[src/rtl/linebuf_ctrl.sv]
// linebuf_ctrl
// Sequencer for a bank of KERNEL_W+1 line buffers that feed a
// KERNEL_W x KERNEL_W sliding-window stage. One RESOLUTION x RESOLUTION
// frame is accepted as a valid/ready pixel stream. The pixel data goes
// straight to the buffers and does not pass through this block. The
// controller does the following:
//   - steers writes round-robin across the buffers,
//   - clears each buffer's pointers before the buffer is reused,
//   - issues read-advance strobes to the KERNEL_W buffers that hold
//     complete lines,
//   - reports the kernel-row to buffer mapping, the window position and
//     end of frame.
//
// Optional build macro: LB_CTRL_STATS_EN adds the stall_cnt_o and
// frame_cnt_o statistics outputs.
//
// Ports:
//   clk_i, arst_n_i    clock, asynchronous active-low reset
//   in_valid_i/o_ready pixel stream handshake (in_ready_o is registered)
//   buf_wr_valid_o     one-hot write strobe to the buffer being filled
//   buf_rd_valid_o     read-advance strobe to the KERNEL_W read buffers
//   buf_srst_o         one-cycle pointer clear, per buffer
//   row_sel_o          buffer index of kernel row k at [k*SEL_W +: SEL_W]
//   out_valid_o/out_ready_i  window handshake
//   out_row_o/out_col_o      window position
//   eof_o              pulse after the last window has been consumed
//   busy_o             high whenever the sequencer is not idle
//   stall_cnt_o, frame_cnt_o (LB_CTRL_STATS_EN only)
module linebuf_ctrl #(
   parameter  int KERNEL_W   = 3,
   parameter  int RESOLUTION = 512,
   localparam int NUM_BUF    = KERNEL_W + 1,
   localparam int SEL_W      = $clog2(NUM_BUF),
   localparam int CNT_W      = $clog2(RESOLUTION + 1)
) (
   input  logic                      clk_i,
   input  logic                      arst_n_i,
   input  logic                      in_valid_i,
   output logic                      in_ready_o,
   output logic [NUM_BUF-1:0]        buf_wr_valid_o,
   output logic [NUM_BUF-1:0]        buf_rd_valid_o,
   output logic [NUM_BUF-1:0]        buf_srst_o,
   output logic [KERNEL_W*SEL_W-1:0] row_sel_o,
   output logic                      out_valid_o,
   input  logic                      out_ready_i,
   output logic [CNT_W-1:0]          out_row_o,
   output logic [CNT_W-1:0]          out_col_o,
   output logic                      eof_o,
`ifdef LB_CTRL_STATS_EN
   output logic [31:0]               stall_cnt_o,
   output logic [15:0]               frame_cnt_o,
`endif
   output logic                      busy_o
);

   localparam int OUT_W = RESOLUTION - KERNEL_W + 1;
   localparam logic [CNT_W-1:0] RES_C   = CNT_W'(RESOLUTION);
   localparam logic [CNT_W-1:0] RES_M1  = CNT_W'(RESOLUTION - 1);
   localparam logic [CNT_W-1:0] OUT_W_C = CNT_W'(OUT_W);
   localparam logic [CNT_W-1:0] K_C     = CNT_W'(KERNEL_W);
   localparam logic [SEL_W-1:0] K_SEL   = SEL_W'(KERNEL_W);
   localparam logic [SEL_W-1:0] ONE_SEL = SEL_W'(1);

   typedef enum logic [2:0] {S_IDLE, S_FILL, S_RUN, S_ROT, S_DRAIN} state_t;

   // (a + b) mod NUM_BUF for operands already below NUM_BUF
   function automatic logic [SEL_W-1:0] add_mod(input logic [SEL_W-1:0] a,
                                                input logic [SEL_W-1:0] b);
      logic [SEL_W:0] s;
      s = {1'b0, a} + {1'b0, b};
      if (s >= (SEL_W+1)'(NUM_BUF)) s = s - (SEL_W+1)'(NUM_BUF);
      return s[SEL_W-1:0];
   endfunction

   state_t                     state_reg, state_next;
   logic [CNT_W-1:0]           wr_col_reg, wr_col_next;
   logic [CNT_W-1:0]           wr_row_reg, wr_row_next;
   logic [CNT_W-1:0]           rd_col_reg, rd_col_next;
   logic [CNT_W-1:0]           out_row_reg, out_row_next;
   logic [SEL_W-1:0]           base_reg, base_next;
   logic                       init_reg;
   logic                       in_ready_reg, in_ready_next;
   logic                       out_valid_reg, out_valid_next;
   logic                       eof_reg, eof_next;
   logic [NUM_BUF-1:0]         srst_reg, srst_next;
   logic [KERNEL_W*SEL_W-1:0]  row_sel_reg, row_sel_next, row_sel_rst;
   logic [NUM_BUF-1:0]         base_onehot;
   logic [SEL_W-1:0]           spare_sel, wr_sel;
   logic                       accept, rd_fire;

   assign accept    = in_valid_i & in_ready_reg;
   assign rd_fire   = out_valid_reg & out_ready_i;
   // The buffer that is not being read is always base+KERNEL_W.
   assign spare_sel = add_mod(base_reg, K_SEL);
   // While filling, wr_row < KERNEL_W < NUM_BUF, so its low bits are enough.
   assign wr_sel    = (state_reg == S_RUN) ? spare_sel
                                           : add_mod(base_reg, wr_row_reg[SEL_W-1:0]);

   genvar gi;
   generate
      for (gi = 0; gi < NUM_BUF; gi++) begin : g_buf
         assign buf_wr_valid_o[gi] = accept & (wr_sel == SEL_W'(gi));
         assign buf_rd_valid_o[gi] = rd_fire & (spare_sel != SEL_W'(gi));
         assign base_onehot[gi]    = (base_reg == SEL_W'(gi));
      end
      for (gi = 0; gi < KERNEL_W; gi++) begin : g_row
         assign row_sel_next[gi*SEL_W +: SEL_W] = add_mod(base_next, SEL_W'(gi));
         assign row_sel_rst[gi*SEL_W +: SEL_W]  = SEL_W'(gi);
      end
   endgenerate

   always_comb begin
      state_next   = state_reg;
      wr_col_next  = wr_col_reg;
      wr_row_next  = wr_row_reg;
      rd_col_next  = rd_col_reg;
      out_row_next = out_row_reg;
      base_next    = base_reg;
      eof_next     = 1'b0;
      srst_next    = '0;
      case (state_reg)
         S_IDLE, S_FILL: begin
            if (accept) begin
               if (wr_col_reg == RES_M1) begin
                  wr_col_next = '0;
                  wr_row_next = wr_row_reg + 1'b1;
                  if ((wr_row_reg + 1'b1) == K_C)
                     state_next = (RESOLUTION > KERNEL_W) ? S_RUN : S_DRAIN;
                  else
                     state_next = S_FILL;
               end else begin
                  wr_col_next = wr_col_reg + 1'b1;
                  state_next  = S_FILL;
               end
            end
         end
         S_RUN: begin
            // The spare line fills independently of the window reads.
            if (accept) begin
               wr_col_next = wr_col_reg + 1'b1;
               if (wr_col_reg == RES_M1) wr_row_next = wr_row_reg + 1'b1;
            end
            if (rd_fire) rd_col_next = rd_col_reg + 1'b1;
            if (wr_col_reg == RES_C && rd_col_reg == OUT_W_C) begin
               state_next = S_ROT;
               // The clear is visible during ROT, when the oldest buffer is idle.
               srst_next  = base_onehot;
            end
         end
         S_ROT: begin
            base_next    = add_mod(base_reg, ONE_SEL);
            wr_col_next  = '0;
            rd_col_next  = '0;
            out_row_next = out_row_reg + 1'b1;
            state_next   = (wr_row_reg == RES_C) ? S_DRAIN : S_RUN;
         end
         S_DRAIN: begin
            if (rd_fire) rd_col_next = rd_col_reg + 1'b1;
            if (rd_col_reg == OUT_W_C) begin
               state_next   = S_IDLE;
               eof_next     = 1'b1;
               srst_next    = '1;
               base_next    = '0;
               wr_col_next  = '0;
               wr_row_next  = '0;
               rd_col_next  = '0;
               out_row_next = '0;
            end
         end
         default: state_next = S_IDLE;
      endcase
      if (init_reg) srst_next = '1;
      // in_ready is held low while a clear is pulsed, so that no write can
      // coincide with a pointer clear on the same buffer.
      in_ready_next  = ((state_next == S_IDLE) && (srst_next == '0)) ||
                       (state_next == S_FILL) ||
                       ((state_next == S_RUN) && (wr_col_next < RES_C));
      out_valid_next = ((state_next == S_RUN) || (state_next == S_DRAIN)) &&
                       (rd_col_next < OUT_W_C);
   end

   always_ff @(posedge clk_i or negedge arst_n_i) begin
      if (!arst_n_i) begin
         state_reg     <= S_IDLE;
         wr_col_reg    <= '0;
         wr_row_reg    <= '0;
         rd_col_reg    <= '0;
         out_row_reg   <= '0;
         base_reg      <= '0;
         init_reg      <= 1'b1;
         in_ready_reg  <= 1'b0;
         out_valid_reg <= 1'b0;
         eof_reg       <= 1'b0;
         srst_reg      <= '0;
         row_sel_reg   <= row_sel_rst;
      end else begin
         state_reg     <= state_next;
         wr_col_reg    <= wr_col_next;
         wr_row_reg    <= wr_row_next;
         rd_col_reg    <= rd_col_next;
         out_row_reg   <= out_row_next;
         base_reg      <= base_next;
         init_reg      <= 1'b0;
         in_ready_reg  <= in_ready_next;
         out_valid_reg <= out_valid_next;
         eof_reg       <= eof_next;
         srst_reg      <= srst_next;
         row_sel_reg   <= row_sel_next;
      end
   end

   assign in_ready_o  = in_ready_reg;
   assign out_valid_o = out_valid_reg;
   assign eof_o       = eof_reg;
   assign buf_srst_o  = srst_reg;
   assign row_sel_o   = row_sel_reg;
   assign out_row_o   = out_row_reg;
   assign out_col_o   = rd_col_reg;
   assign busy_o      = (state_reg != S_IDLE);

`ifdef LB_CTRL_STATS_EN
   logic [31:0] stall_cnt_reg;
   logic [15:0] frame_cnt_reg;

   always_ff @(posedge clk_i or negedge arst_n_i) begin
      if (!arst_n_i) begin
         stall_cnt_reg <= '0;
         frame_cnt_reg <= '0;
      end else begin
         if (state_reg == S_IDLE && accept)
            stall_cnt_reg <= '0;
         else if (out_valid_reg && !out_ready_i)
            stall_cnt_reg <= stall_cnt_reg + 1'b1;
         if (eof_reg) frame_cnt_reg <= frame_cnt_reg + 1'b1;
      end
   end

   assign stall_cnt_o = stall_cnt_reg;
   assign frame_cnt_o = frame_cnt_reg;
`endif

endmodule

[config.mk]
export PLATFORM = sky130hd
export DESIGN_NAME = linebuf_ctrl
export DESIGN_NICKNAME = d
export VERILOG_FILES = /design/src/rtl/linebuf_ctrl.sv
export SDC_FILE = /design/constraint.sdc
export NUM_CORES = 1
export LEC_CHECK = 0
export ABC_AREA = 1
export CAP_MARGIN = 20
export CORE_MARGIN = 1.5
export CORE_UTILIZATION = 45
export CTS_BUF_LIST = sky130_fd_sc_hd__clkbuf_16
export DETAILED_ROUTE_END_ITERATION = 16
export HOLD_SLACK_MARGIN = 0.15
export PLACE_DENSITY = 0.66
export SYNTH_ARGS = -nofsm -noshare
export SYNTH_HDL_FRONTEND = slang
export SYNTH_SLANG_ARGS = --single-unit
[constraint.sdc]
create_clock -name clk_i -period 2.55 [get_ports clk_i]
set_input_delay 0.51 -clock clk_i [delete_from_list [all_inputs] [get_ports clk_i]]
set_output_delay 0.51 -clock clk_i [all_outputs]
set_load 0.01 [all_outputs]
==> flow_summary.yaml, run 1 <==
drt:
  drt_first_pass_iters: 5
  drt_iter0_drc: 180
  via_per_inst: 4.95
  drt-total-wl_um: 7800
  drc: 0
  routedWlPerCell_um: 12.5
  ant_nets: 0
  via_count: 3082
global_route:
  gr-total-overflow: 0
  grt_max_degree: 33
  grt_pass1_wl_um: 13300
  grtUsageTotal_pct: 19.9
  grt_pass1_vias: 2835
  antenna_found_initial: 0
synth:
  synth_top_cell_by_area: "dfrtp_1"
  post-synth-top-area-fraction_pct: 38.4
  yosys_warnings: 0
  yosysMostFrequentCell: "nand2_1"
  syn_area_per_cell_um2: 7.45
  synth.distinct_cells: 34
  synth.top_cells.by_area: "dfrtp_1 (38%), nand2_1 (11%), inv_1 (8.3%)"
  async_flop_share_pct: 100
  synth_commonest_cells: "nand2_1 (99), inv_1 (76), nor2_1 (63)"
  syn_nets: 485
  synth_area_um2: 3460
  synth_flop_cell: "dfrtp_1"
  syn_inst: 464
  synth-edff-count: 0
  yosysSeqAreaShare_pct: 40.7
  synth-seq-cells: 56
power:
  vdd_drop_max_v: 0.000259
  p_leak_nw: 2.06
  powerDensity_nw_per_um2: 589
worst_setup_path:
  cpPeakStageDelay_ps: 560
  r2r_start: "out_col_o[0]"
  critPathSlowestCell: "clkdlybuf4s50_1"
  reg2reg_slack_ps: 340
  arrival_ps: 1890
  path_delay_family: "buffers and inverters"
  crit_path_start_kind: "input pin"
  crit_path_cell_trace: "clkdlybuf4s50_1 > nand2_1 > nor2_1 > clkdlybuf4s50_1"
  crit_type: "input pin to primary output"
  required_ps: 2040
  rr_worst_depth: 14
  cp-end-kind: "primary output"
  critical_path.most_common_cell: "clkdlybuf4s50_1"
  cp_max_fo: 8
  crit_buf_inv: 2
  r2r_end: "out_valid_o"
timing:
  finalSetupViolations: 0
  min_period_ps: 2400
  worst_slack_ps: 151
  slew_viol_final: 0
  relSlewSlack_pct: 61.8
  finalSetupTns_ps: 0
  worst_pin_slew_ps: 573
  hold_viol: 0
  fin_skew_ps: 8.56
  rsz0062_at_grt: "no"
  post-route-period-util_pct: 94.1
  max_freq_mhz: 417
place:
  place_congestion: 0.897
  dp_hpwl_um: 5950
  dpl_worst_slack_ps: 55.1
  portBuffers: 45
cts:
  htreeDepth: 2
  max-clock-path-buffers: 2
  numCtsBuffers: 5
  ctsHoldBuffers: 0
  insertion_delay_ps: 300
  cts_num_sinks: 56
  root_buffer: "clkbuf_16"
  cts_tree: "yes"
  clk_pin_slew_ps: 70
layout:
  drive_gt1_share_pct: 9.18
  area_growth_pct: 22.6
  utilization_pct: 57.8
  diodes: 0
  nets: 543
outcome:
  status: "completed"
floorplanning:
  ios: 46
  start_util_pct: 47.1
  core_area_um2: 7330
  core.rowCount: 31
  dieArea_um2: 8210
  die_h_um: 90.6
  die_w_um: 90.6
hold_path:
  min_path_type: "input pin to async pin"
flow_run:
  cap_viol_max_count: 0
[cell usage in the layout (no fill, tap or decap), types with 7 or more instances in the layout]
cell,synthesis,routed
inv_1,76,72
buf_4,1,11
nand4_1,7,7
nor2_1,63,63
a21oi_1,12,12
o21ai_0,30,27
nand2_1,99,99
xor2_1,7,7
clkdlybuf4s50_1,0,40
dfrtp_1,53,53
nand3_1,46,45
nor3_1,7,7
ha_1,17,17
[how the worst max path moves through the flow]
stage | start | endpoint | slack [ps] | cells past startpoint
floorplan | row_sel_o[4] | buf_wr_valid_o[0] | 530 | 6
global placement | in_valid_i | buf_wr_valid_o[3] | 60 | 5
detailed placement | in_valid_i | buf_wr_valid_o[3] | 60 | 5
CTS | row_sel_o[1] | buf_wr_valid_o[2] | 20 | 8
global route | out_ready_i | buf_rd_valid_o[2] | 90 | 4
finish | out_ready_i | buf_rd_valid_o[1] | 150 | 4
[layout make-up]
class,instances,area [um^2]
Clock buffer,5,125
Clock inverter,3,23.8
Fill cell,667,3090
Inverter,76,289
Multi-Input combinational cell,326,1720
Sequential cell,56,1410
Tap cell,99,124
Timing Repair Buffer,57,547
[report_power, final]
group	switching, mW	internal (mW)	total (mW)
registers	0.126	0.991	1.12
logic	0.380	0.305	0.684
clock network	0.326	0.366	0.693
total	0.832	1.66	2.49
[repair_timing]
action | in CTS | in global routing
pin swaps | 1 | 0
buffers inserted | 1 | 0
resized for setup | 10 | 3
endpoints found under the setup margin | 4 | 2
[kinds of logic after synthesis]
logic type | share of synthesized area (%)
buffers and inverters | 9.74
AO/OA/AOI/OAI | 7.86
XOR/XNOR | 2.53
other | 0.109
AND/OR/NAND/NOR | 32.9
flip-flops | 40.7
adder cells (fa/ha/maj) | 6.15
[through the flow]
step | cell area, um^2 | std cells | hold slack (ps) | total power [mW]
floorplan | 3460 | 464 | 214 | 1.52
global placement | 4070 | 613 | 528 | 1.81
detailed placement | 4070 | 613 | 538 | 1.82
CTS | 4230 | 622 | 232 | 2.51
global route | 4240 | 622 | 266 | 2.65
finish | 4240 | 622 | 210 | 2.49
[routing by layer]
layer | part of all wire [%] | track usage (%) | vias to the layer above | routed length [um]
li1 | - | - | 1583 | -
met1 | 48 | 27.7 | 1422 | 3760
met2 | 46 | 32.0 | 66 | 3620
met3 | 3.8 | 3.11 | 11 | 293
met4 | 1.6 | 6.08 | 0 | 125
met5 | 0 | 0 | - | 0
Power figures use the tool's default switching activity.
==> inputs of run 2 (changes only) <==
--- a/config.mk
+++ b/config.mk
@@ -7,9 +7,10 @@
 export LEC_CHECK = 0
 export ABC_AREA = 1
 export CAP_MARGIN = 20
-export CORE_MARGIN = 1.5
+export CORE_MARGIN = 2
 export CORE_UTILIZATION = 45
 export CTS_BUF_LIST = sky130_fd_sc_hd__clkbuf_16
+export CTS_CLUSTER_DIAMETER = 200
 export DETAILED_ROUTE_END_ITERATION = 16
 export HOLD_SLACK_MARGIN = 0.15
 export PLACE_DENSITY = 0.66
==> run 2 against run 1 <==
Against the previous run:
- largest power group unchanged
- utilization about the same
- highest routed layer unchanged
- via count increased by 0.26%
- worst setup slack improved by 4.1 ps
- register-to-register slack about the same
- wire length increased by 0.31%
- critical path depth increased by 2
- hold slack improved by 4.8 ps
- sequential share of layout area about the same
- sequential power about the same
- non-clock buffer count increased by 1
- clock power decreased by 2%
==> flow_summary.yaml, run 2 (synthesized netlist as in run 1, its figures left out) <==
global_route:
  grt_pass1_vias: 2859
  grt_pass1_wl_um: 13600
  antenna_found_initial: 0
  grtUsageTotal_pct: 20.0
  grt_max_degree: 33
  gr-total-overflow: 0
worst_setup_path:
  arrival_ps: 1890
  cp_max_fo: 4
  crit_type: "flop to primary output"
  path_delay_family: "flip-flops"
  r2r_end: "out_valid_o"
  rr_worst_depth: 14
  crit_path_cell_trace: "buf_4 > ha_1 > o21ai_1 > or2_2 > nor2_1 > clkdlybuf4s15_1"
  cpPeakStageDelay_ps: 420
  reg2reg_slack_ps: 340
  critPathSlowestCell: "dfrtp_1"
  crit_path_start_kind: "flop"
  cp-end-kind: "primary output"
  crit_buf_inv: 2
  required_ps: 2040
  r2r_start: "out_col_o[0]"
timing:
  finalSetupTns_ps: 0
  hold_viol: 0
  worst_slack_ps: 155
  finalSetupViolations: 0
  slew_viol_final: 0
  max_freq_mhz: 418
  min_period_ps: 2400
  worst_pin_slew_ps: 596
  fin_skew_ps: 6.60
  relSlewSlack_pct: 60.3
  post-route-period-util_pct: 93.9
drt:
  drc: 0
  via_count: 3090
  drt_first_pass_iters: 4
  routedWlPerCell_um: 12.6
  drt-total-wl_um: 7830
  ant_nets: 0
  via_per_inst: 4.96
  drt_iter0_drc: 144
cts:
  htreeDepth: 2
  numCtsBuffers: 5
  max-clock-path-buffers: 2
  insertion_delay_ps: 290
  root_buffer: "clkbuf_16"
  cts_tree: "yes"
  cts_num_sinks: 56
  clk_pin_slew_ps: 70
place:
  dp_cells: 613
  portBuffers: 45
  dpl_worst_slack_ps: 36.1
  dpl-instance-area_um2: 4070
  dp_hpwl_um: 5970
  place_congestion: 0.860
floorplanning:
  start_util_pct: 47.1
  dieArea_um2: 8400
  die_h_um: 91.6
  ios: 46
  core_area_um2: 7330
  core.rowCount: 31
  die_w_um: 91.6
layout:
  final_common_cell: "nand2_1"
  mostFrequentLayoutCells: "nand2_1 (99), inv_1 (74), nor2_1 (63), dfrtp_1 (53), nand3_1 (45)"
  area_growth_pct: 22.5
  final_cells: 623
  finalInstanceArea_um2: 4230
  drive_gt1_share_pct: 8.59
  diodes: 0
  nets: 544
hold_path:
  min_path_type: "input pin to async pin"
power:
  powerDensity_nw_per_um2: 585
  vdd_drop_max_v: 0.000305
  p_leak_nw: 2.04
  finalPower_mw: 2.48
flow_run:
  cap_viol_max_count: 0
outcome:
  status: "completed"
## run 2: power breakdown
part	total [mW]	internal (mW)	switching, mW	leakage, nW
clock network	0.682	0.361	0.321	0.0635
logic	0.680	0.304	0.376	1.26
registers	1.12	0.991	0.126	0.711
## run 2: worst max path at each step
stage | from | to | slack, ps | cells past startpoint
3_5_place_dp | in_valid_i | buf_wr_valid_o[1] | 40 | 5
2_1_floorplan | row_sel_o[4] | buf_wr_valid_o[0] | 530 | 6
6_report | row_sel_o[4] | buf_wr_valid_o[1] | 150 | 6
4_1_cts | row_sel_o[4] | buf_wr_valid_o[1] | 120 | 6
3_3_place_gp | in_valid_i | buf_wr_valid_o[3] | 70 | 5
5_1_grt | row_sel_o[4] | buf_wr_valid_o[0] | -7 | 8
## run 2: worst reg2reg max path: stages, from the launching register on
cell and delay [ps]:
dfrtp_1 420, inv_1 120, ha_1 160, nand3_1 160, nor2_8 220, nand2_4 110, nand2_4 180, clkinvlp_4 270
nand2_1 120, nor2_1 70, nand2_1 70, nor2_1 40, nand3_1 60, nand2_1 50, nor2_1 80
## run 2: cell type report
cell class | count | area, um^2
clock buffers | 5 | 125
clock inverters | 3 | 18.8
fillers | 647 | 3100
inverters | 76 | 289
multi-input cells | 326 | 1720
flip-flops and latches | 56 | 1410
well taps | 99 | 124
repair buffers | 58 | 553
## run 2: routing by layer
metal | routed length [um] | global-route usage [%] | part of all wire [%] | vias to the layer above
li1 | - | - | - | 1592
met1 | 3830 | 29.1 | 49 | 1445
met2 | 3640 | 30.8 | 46 | 49
met3 | 291 | 3.70 | 3.7 | 4
met4 | 64 | 4.80 | 0.82 | 0
met5 | 0 | 0 | 0 | -
## run 2: metrics by stage
stage          hold slack (ps)  util [%]
3_3_place_gp               523      55.5
2_1_floorplan              214         -
5_1_grt                    265      57.8
3_5_place_dp               533      55.5
6_report                   215      57.8
4_1_cts                    238      57.6
## run 2: what timing repair did
item	4_1_cts	5_1_grt
setup endpoints to repair	4	4
buffers inserted	1	1
hold buffers	0	0
gates cloned	0	0
resized for setup	8	3
==> inputs of run 3 (changes only) <==
--- a/config.mk
+++ b/config.mk
@@ -8,12 +8,13 @@
 export ABC_AREA = 1
 export CAP_MARGIN = 20
 export CORE_MARGIN = 2
-export CORE_UTILIZATION = 45
+export CORE_UTILIZATION = 42
 export CTS_BUF_LIST = sky130_fd_sc_hd__clkbuf_16
 export CTS_CLUSTER_DIAMETER = 200
 export DETAILED_ROUTE_END_ITERATION = 16
+export DONT_BUFFER_PORTS = 1
 export HOLD_SLACK_MARGIN = 0.15
-export PLACE_DENSITY = 0.66
+export PLACE_DENSITY = 0.55
 export SYNTH_ARGS = -nofsm -noshare
 export SYNTH_HDL_FRONTEND = slang
 export SYNTH_SLANG_ARGS = --single-unit
==> run 3 against run 2 <==
Against the previous run:
- wire length fell by 0.24%
- power fell by 5.7%
- final area fell by 11%
- critical endpoint is now buf_wr_valid_o[3]
- die area rose by 6.8%
- combinational power fell by 29%
==> flow_summary.yaml, run 3 (synthesized netlist as in run 1, its figures left out) <==
cts:
  cts_tree: "yes"
  max-clock-path-buffers: 2
  insertion_delay_ps: 290
  cts_resized: 0
  cts_setup_buffers: 0
  htreeDepth: 2
  cts_num_sinks: 56
  numCtsBuffers: 5
  root_buffer: "clkbuf_16"
  clk_pin_slew_ps: 70
worst_setup_path:
  crit_type: "flop to primary output"
  critical_path.most_common_cell: "inv_1"
  r2r_start: "out_col_o[0]"
  rr_worst_depth: 14
  cp-end-kind: "primary output"
  cp_max_fo: 5
  critPathSlowestCell: "dfrtp_1"
  cpPeakStageDelay_ps: 390
  crit_path_cell_trace: "inv_1 > nand3_1 > inv_1 > o21ai_0 > or2_2 > nor2_1"
  reg2reg_slack_ps: 300
  crit_path_start_kind: "flop"
  crit_start: "state_reg[2]"
  arrival_ps: 1870
  r2r_end: "out_valid_o"
  required_ps: 2040
place:
  dp_hpwl_um: 5960
  place_congestion: 0.880
  portBuffers: 0
floorplanning:
  core.rowCount: 33
  dieArea_um2: 8970
  die_h_um: 94.7
  die_w_um: 94.7
  start_util_pct: 42.7
  ios: 46
  core_area_um2: 8090
global_route:
  grtUsageTotal_pct: 18.4
  antenna_found_initial: 0
  gr-total-overflow: 0
  grt_pass1_vias: 2658
  grt_max_degree: 57
  grt_pass1_wl_um: 12900
timing:
  min_period_ps: 2380
  worst_pin_slew_ps: 536
  finalSetupTns_ps: 0
  whs_ps: 545
  max_freq_mhz: 419
  finalSetupViolations: 0
  post-route-period-util_pct: 93.5
  relSlewSlack_pct: 63.9
  fin_skew_ps: 6.06
  slew_viol_final: 0
  rsz0062_at_grt: "yes"
  hold_viol: 0
drt:
  via_per_inst: 4.97
  routedWlPerCell_um: 13.5
  via_count: 2874
  drc: 0
  drt_iter0_drc: 157
  ant_nets: 0
  drt_first_pass_iters: 4
  drt-total-wl_um: 7810
layout:
  final_common_cell: "nand2_1"
  area_growth_pct: 8.76
  mostFrequentLayoutCells: "nand2_1 (99), inv_1 (76), nor2_1 (63), dfrtp_1 (53), nand3_1 (46)"
  diodes: 0
  drive_gt1_share_pct: 7.40
  utilization_pct: 46.4
  nets: 493
power:
  p_leak_nw: 1.84
  finalPower_mw: 2.34
  powerDensity_nw_per_um2: 622
  vdd_drop_max_v: 0.000285
hold_path:
  hold_depth: 2
  hold_end: "wr_row_reg[8]"
  min_path_type: "flop to flop"
  min-delay-start: "wr_row_reg[8]"
flow_run:
  cap_viol_max_count: 0
outcome:
  status: "completed"
## run 3: cell types whose count changed in the layout (fill, tap and decap cells not counted), moves of 2 or more
cell | previous run | this run
inv_1 | 74 | 76
o21ai_0 | 28 | 30
buf_4 | 12 | 5
o21ai_1 | 2 | 0
clkdlybuf4s15_1 | 2 | 0
dlygate4sd2_1 | 2 | 0
clkinvlp_4 | 3 | 0
clkdlybuf4s50_1 | 40 | 0
## run 3: power by group
group / internal, mW / switching, mW
logic: 0.174 / 0.306
clock network: 0.369 / 0.329
registers: 0.990 / 0.168
total: 1.53 / 0.804
## run 3: critical path: cells and delay by family, from the launching register on
kind,cells,cell delay (ps)
AND/OR/NAND/NOR,3,750
flip-flops,1,390
buffers and inverters,2,320
AO/OA/AOI/OAI,1,120
## run 3: final cells by class
class | instances | area, um^2
inverters | 76 | 285
clock buffers | 5 | 125
fillers | 836 | 4330
repair buffers | 7 | 75.1
multi-input cells | 326 | 1710
well taps | 105 | 131
clock inverters | 3 | 22.5
flip-flops and latches | 56 | 1410
## run 3: per-stage QoR
step | instance area (um^2) | instances | setup WS (ps)
6_report | 3760 | 578 | 166
5_1_grt | 3760 | 578 | -8.35
4_1_cts | 3760 | 578 | 123
3_5_place_dp | 3570 | 568 | 294
3_3_place_gp | 3570 | 568 | 374
2_1_floorplan | 3460 | 464 | 526
## run 3: timing repair
item,in CTS,in global routing
hold endpoints to repair,56,0
hold buffers,2,0
setup endpoints to repair,0,1
## run 3: how the worst max path moves through the flow
stage                                   end  depth (start not counted)
after floorplan           buf_wr_valid_o[0]                          6
after global routing      buf_wr_valid_o[3]                          6
after CTS                 buf_wr_valid_o[3]                          6
after detailed placement        out_valid_o                         14
after global placement          out_valid_o                         14
final                     buf_wr_valid_o[3]                          6
## run 3: per-layer routing
metal  routed length [um]  global-route usage, %
met1                 3730                   25.6
met2                 3400                   28.0
met3                  596                   5.67
met4                   82                   4.71
met5                    0                      0
